<file path="config.mk">
export PLATFORM = sky130hd
export DESIGN_NAME = fifo_rd_ctrl
export DESIGN_NICKNAME = d
export VERILOG_FILES = /design/src/rtl/fifo_rd_ctrl.sv
export SDC_FILE = /design/constraint.sdc
export NUM_CORES = 1
export LEC_CHECK = 0
export ABC_AREA = 1
export CAP_MARGIN = 20
export CORE_UTILIZATION = 45
export CTS_BUF_LIST = sky130_fd_sc_hd__clkbuf_4 sky130_fd_sc_hd__clkbuf_8
export CTS_CLUSTER_SIZE = 40
export DETAILED_ROUTE_END_ITERATION = 10
export GPL_ROUTABILITY_DRIVEN = 0
export PLACE_DENSITY = 0.73
export SKIP_CTS_REPAIR_TIMING = 1
export SYNTH_ARGS = -nofsm -noshare
export SYNTH_HDL_FRONTEND = slang
export SYNTH_SLANG_ARGS = --single-unit
</file>
<file path="constraint.sdc">
create_clock -name clk_r -period 8.8 [get_ports clk_r]
set_input_delay 2.64 -clock clk_r [delete_from_list [all_inputs] [get_ports clk_r]]
set_output_delay 2.64 -clock clk_r [all_outputs]
set_load 0.02 [all_outputs]
</file>
<file path="src/rtl/fifo_rd_ctrl.sv">
// fifo_rd_ctrl: read-side pointer, status and drain/flush controller of the
// asynchronous FIFO. Lives entirely in clk_r and works from the already
// synchronized Gray write pointer.
module fifo_rd_ctrl #(
    parameter  int depth  = 1024,
    parameter  int ae_lvl = 4,
    localparam int AW     = $clog2(depth)
) (
    input  logic          clk_r,
    input  logic          rst_r,
    input  logic          rd_en,
    input  logic [AW:0]   wptr_gray_sync,
    input  logic          drain,
    input  logic [AW-1:0] marker,
    output logic [AW-1:0] raddr,
    output logic [AW-1:0] rptr,
    output logic [AW:0]   rptr_gray,
    output logic          rd_valid,
    output logic          empty,
    output logic          almost_empty,
    output logic [AW:0]   rd_count,
    output logic          underflow,
    output logic          drain_done
);

    // Occupancy can never exceed depth, so a larger threshold simply means
    // "always almost empty"; clamping keeps the constant inside AW+1 bits.
    localparam int          AE_CLAMP = (ae_lvl > depth) ? depth : ae_lvl;
    localparam logic [AW:0] AE_THR   = (AW+1)'(AE_CLAMP);
    localparam logic [AW:0] PTR_ONE  = {{AW{1'b0}}, 1'b1};

    typedef enum logic [1:0] {
        RUN   = 2'd0,
        DRAIN = 2'd1,
        FLUSH = 2'd2,
        WAIT0 = 2'd3
    } state_t;

    state_t      state_reg;
    state_t      state_next;

    logic [AW:0] rbin_reg;
    logic [AW:0] rbin_next;
    logic [AW:0] rgray_reg;
    logic [AW:0] rgray_next;

    logic        empty_reg;
    logic        empty_next;
    logic        almost_empty_reg;
    logic        almost_empty_next;
    logic [AW:0] rd_count_reg;
    logic [AW:0] rd_count_next;
    logic        rd_valid_reg;
    logic        underflow_reg;
    logic        underflow_next;
    logic        drain_done_reg;
    logic        drain_done_next;

    logic [AW:0] wbin;
    logic [AW:0] count_calc;
    logic        drain_hold;
    logic        read_phase;
    logic        acc;
    logic        force_empty;

    // Gray to binary: each binary bit is the XOR of all Gray bits at or above it.
    // Written as a reduction per bit so there is no bit-to-bit combinational chain.
    for (genvar gi = 0; gi <= AW; gi++) begin : g_gray2bin
        assign wbin[gi] = ^wptr_gray_sync[AW:gi];
    end

    // A drain parks at the marker address: reads there are withheld, not errors.
    assign drain_hold = (state_reg == DRAIN) && (rbin_reg[AW-1:0] == marker);
    assign read_phase = (state_reg == RUN) || (state_reg == DRAIN);
    assign acc        = rd_en && !empty_reg && read_phase && !drain_hold;

    // Next-state, next-pointer and flush actions of the read controller.
    always_comb begin
        state_next      = state_reg;
        rbin_next       = rbin_reg;
        force_empty     = 1'b0;
        drain_done_next = 1'b0;

        if (acc) begin
            rbin_next = rbin_reg + PTR_ONE;
        end

        case (state_reg)
            RUN: begin
                if (drain) begin
                    state_next = DRAIN;
                end
            end
            DRAIN: begin
                if (drain_hold && !acc) begin
                    state_next = FLUSH;
                end
            end
            FLUSH: begin
                // Pointers return to zero so both domains restart from a clean origin.
                rbin_next       = '0;
                force_empty     = 1'b1;
                drain_done_next = 1'b1;
                state_next      = WAIT0;
            end
            WAIT0: begin
                // Hold off until the write side has also been cleared and the
                // marker logic has dropped its request.
                force_empty = 1'b1;
                if ((wptr_gray_sync == '0) && !drain) begin
                    state_next = RUN;
                end
            end
            default: begin
                state_next = RUN;
            end
        endcase
    end

    // Status is derived from the next pointer so the read that empties the
    // FIFO raises empty on the same edge it is accepted.
    always_comb begin
        rgray_next     = rbin_next ^ (rbin_next >> 1);
        count_calc     = wbin - rbin_next;
        underflow_next = underflow_reg | (rd_en & ~acc & ~drain_hold);

        if (force_empty) begin
            empty_next        = 1'b1;
            rd_count_next     = '0;
            almost_empty_next = 1'b1;
        end else begin
            empty_next        = (rgray_next == wptr_gray_sync);
            rd_count_next     = count_calc;
            almost_empty_next = (count_calc <= AE_THR);
        end
    end

    // State register for the FSM.
    always_ff @(posedge clk_r or posedge rst_r) begin
        if (rst_r) begin
            state_reg <= RUN;
        end else begin
            state_reg <= state_next;
        end
    end

    // Pointer registers; Gray copy is registered so it crosses domains glitch-free.
    always_ff @(posedge clk_r or posedge rst_r) begin
        if (rst_r) begin
            rbin_reg  <= '0;
            rgray_reg <= '0;
        end else begin
            rbin_reg  <= rbin_next;
            rgray_reg <= rgray_next;
        end
    end

    // Status, data-valid and event flags.
    always_ff @(posedge clk_r or posedge rst_r) begin
        if (rst_r) begin
            empty_reg        <= 1'b1;
            almost_empty_reg <= 1'b1;
            rd_count_reg     <= '0;
            rd_valid_reg     <= 1'b0;
            underflow_reg    <= 1'b0;
            drain_done_reg   <= 1'b0;
        end else begin
            empty_reg        <= empty_next;
            almost_empty_reg <= almost_empty_next;
            rd_count_reg     <= rd_count_next;
            rd_valid_reg     <= acc;
            underflow_reg    <= underflow_next;
            drain_done_reg   <= drain_done_next;
        end
    end

    assign raddr        = rbin_reg[AW-1:0];
    assign rptr         = rbin_reg[AW-1:0];
    assign rptr_gray    = rgray_reg;
    assign rd_valid     = rd_valid_reg;
    assign empty        = empty_reg;
    assign almost_empty = almost_empty_reg;
    assign rd_count     = rd_count_reg;
    assign underflow    = underflow_reg;
    assign drain_done   = drain_done_reg;

endmodule

</file>
==> results.json <==
{
  "status": "complete, but fails checks",
  "violations": "DRC",
  "io_pins": 72,
  "r2r_cells": 23,
  "critPathMaxFanout": 11,
  "p_comb_frac": 0.565,
  "ant_nets": 0,
  "maxCapViolCount": 0,
  "slowest_stage": "nor3_2",
  "clock_skew_ps": 8.117,
  "vias": 2752,
  "crit_path_end_kind": "flop",
  "path_class": "in2reg",
  "synth-xor-area-share": 0.1060,
  "dp_hpwl_um": 5509,
  "numCtsBuffers": 5,
  "synth_compound_area_frac": 0.04807,
  "hold_path.class": "reg2reg",
  "cts_sinks": 39,
  "synth_area_per_cell_sq_um": 7.321,
  "r2r_setup_slack_ps": 4710,
  "die_width_um": 84.27,
  "yosysWarningCount": 0,
  "die_h_um": 84.27,
  "p_per_area_nw_per_um2": 223.4,
  "io_buffers": 71,
  "start_util": 0.4715,
  "synth.area.top_cells": "dfrtp_1 30%, nand2_1 12%, ha_1 8.6%, inv_1 7.8%, xor2_1 6.9%",
  "clk_pin_slew_ps": 80,
  "setup_tns_ps": 0,
  "synth_fp_nets": 463,
  "fmax_mhz": 160.6,
  "vias_per_cell": 4.950,
  "start_kind": "input pin",
  "grt_overflow": 0,
  "hold_depth": 1,
  "syn_inst": 416,
  "num_rows": 29,
  "leakagePower_uw": 0.002025,
  "first_global_vias": 2520,
  "synth_top_family_by_area": "simple AND/OR/NAND/NOR gates",
  "internal_power_uw": 476.0,
  "yosys.area.top_type": "dfrtp_1",
  "required_ps": 9040,
  "drive_gt1_frac": 0.09603,
  "slew_violations": 0,
  "antenna_found_initial": 0,
  "worstPathArrival_ps": 6470,
  "gr-usage-all-layers": 0.2043,
  "final_util": 0.5922,
  "sw_frac_of_total": 0.4429,
  "synthSimpleGateAreaFrac": 0.3032,
  "cts-htree-levels": 2,
  "drtIter0Drc": 157,
  "synth_top_area_share": 0.3040,
  "ys_seq_elements": 39,
  "clkLatencyLatePin_ps": 300,
  "final_hold_viol_count": 0,
  "whs_ps": 477.2,
  "min_period_ps": 6226,
  "critPathMaxStageDelay_ps": 580,
  "grt_max_degree": 40,
  "clk_path_buf_depth": 2,
  "setup_viol": 0,
  "sequentialPowerShare": 0.290,
  "peakVddDrop_mv": 0.1987,
  "synth_fa_ha_area_frac": 0.09285,
  "netlist_area_sq_um": 3045,
  "p_switching_uw": 378.5,
  "cts_root_buffer": "clkbuf_8",
  "drcViolationCount": 8,
  "yosysUniqueCellTypes": 38,
  "rsz0062_at_grt": "no",
  "ys_seq_area_frac": 0.3213,
  "totalWireLength_um": 6951,
  "synth_mux_area_frac": 0,
  "fin_crit_sh": 0.7075,
  "cts_tree": "built",
  "core_area_sq_um": 6459,
  "p_clk_frac": 0.145,
  "fillers": 614,
  "dieArea_sq_um": 7101,
  "relSlewSlack": 0.5439,
  "final_nets": 525,
  "wl_per_cell_um": 12.50,
  "grt_pass1_wl_um": 11450,
  "worstMarginPinSlew_ps": 680.4,
  "dr.pass1.iters": 8,
  "crit_top_cell": "nand2_1",
  "crit_path_cell_trace": "clkdlybuf4s50_1, inv_1, nor3_2, nand2_2, nand2_1, nand3_1, inv_1, ha_1, inv_1, fa_1, nand3_1, nand2_1, a21oi_1, nor2_1, nor2_1, o21ai_0, nand2_1, nand2_1, a21oi_1, xnor2_1, nand3_1, nand2_1",
  "antenna_cells": 0,
  "area_growth_pct": 25.60
}
-- Yosys cell counts, drive strengths merged --
cell type	instances
a221o	1
clkinv	3
dfrtp	37
nand3	38
a21oi	13
o2111ai	1
nor2	34
o22ai	1
nand3b	1
nand2	125
buf	16
xor2	24
o21ai	2
nor3b	1
nand4	2
ha	21
fa	1
a21boi	3
xnor2	12
nor3	5
o31ai	1
o21bai	1
a31o	1
and3	1
inv	68
dfstp	2
clkbuf	1
-- stage by stage --
step,cell area (sq um),setup WS [ps],power (uW),instances
global route,3825,2229,928.5,556
global placement,3736,2488,728.2,548
CTS,3825,2599,863.9,556
detailed placement,3736,2324,734.5,548
floorplan,3045,3414,591.9,416
finish,3825,2574,854.5,556
-- power groups by stage --
stage	clock (uW)	sequential (uW)	combinational (uW)
final	124	248	483
after global routing	135	253	540
after CTS	128	249	487
after detailed placement	0	252	483
after global placement	0	252	476
after floorplan	0	293	298
-- area by class of cell --
class	count	area, sq um	area share
sequential	39	978.4	0.2558
multi-input combinational	289	1675	0.4380
clock inverter	2	12.51	0.003271
tap	77	96.34	0.02519
inverter	71	267.8	0.07000
clock buffer	6	76.32	0.01995
timing repair buffer	72	718.2	0.1878
-- layout by cell type, fill, tap and decap left out, drive strengths merged, types with 3 or more instances in the layout --
master / n
a21boi: 3
a21oi: 13
clkbuf: 6
clkdlybuf4s50: 71
clkinv: 4
dfrtp: 37
ha: 21
inv: 68
nand2: 125
nand3: 38
nor2: 34
nor3: 5
xnor2: 12
xor2: 24
-- per-layer routing --
| metal | GRT usage | share of wire | vias up | wire length, um |
|---|---|---|---|---|
| met5 | 0 | 0 | - | 0 |
| met4 | 0.07053 | 0.011 | 0 | 79 |
| met3 | 0.03933 | 0.048 | 6 | 337 |
| met2 | 0.3539 | 0.48 | 72 | 3354 |
| met1 | 0.2550 | 0.46 | 1279 | 3180 |
| li1 | - | - | 1395 | - |
-- path summary, 6_finish.rpt --
path                              startpoint           end
worst max-delay path                   rd_en  almost_empty
worst min-delay path               underflow     underflow
worst max register to register  state_reg[1]  almost_empty
worst min register to register     underflow     underflow
max in group asynchronous              rst_r  almost_empty
min in group asynchronous              rst_r  state_reg[0]
-- kinds of logic after synthesis --
| family | Yosys count |
|---|---|
| AO/OA/AOI/OAI | 24 |
| XOR/XNOR | 36 |
| adder cells (fa/ha/maj) | 22 |
| buffers and inverters | 88 |
| flip-flops | 39 |
| AND/OR/NAND/NOR | 207 |
-- critical path, delay by kind of cell --
kind / cells / cell delay (ps)
fa+ha+maj: 2 / 600
simple gates: 12 / 1840
compound gates: 3 / 420
xor+xnor: 1 / 160
buf+inv: 4 / 810
Power figures use the tool's default switching activity.
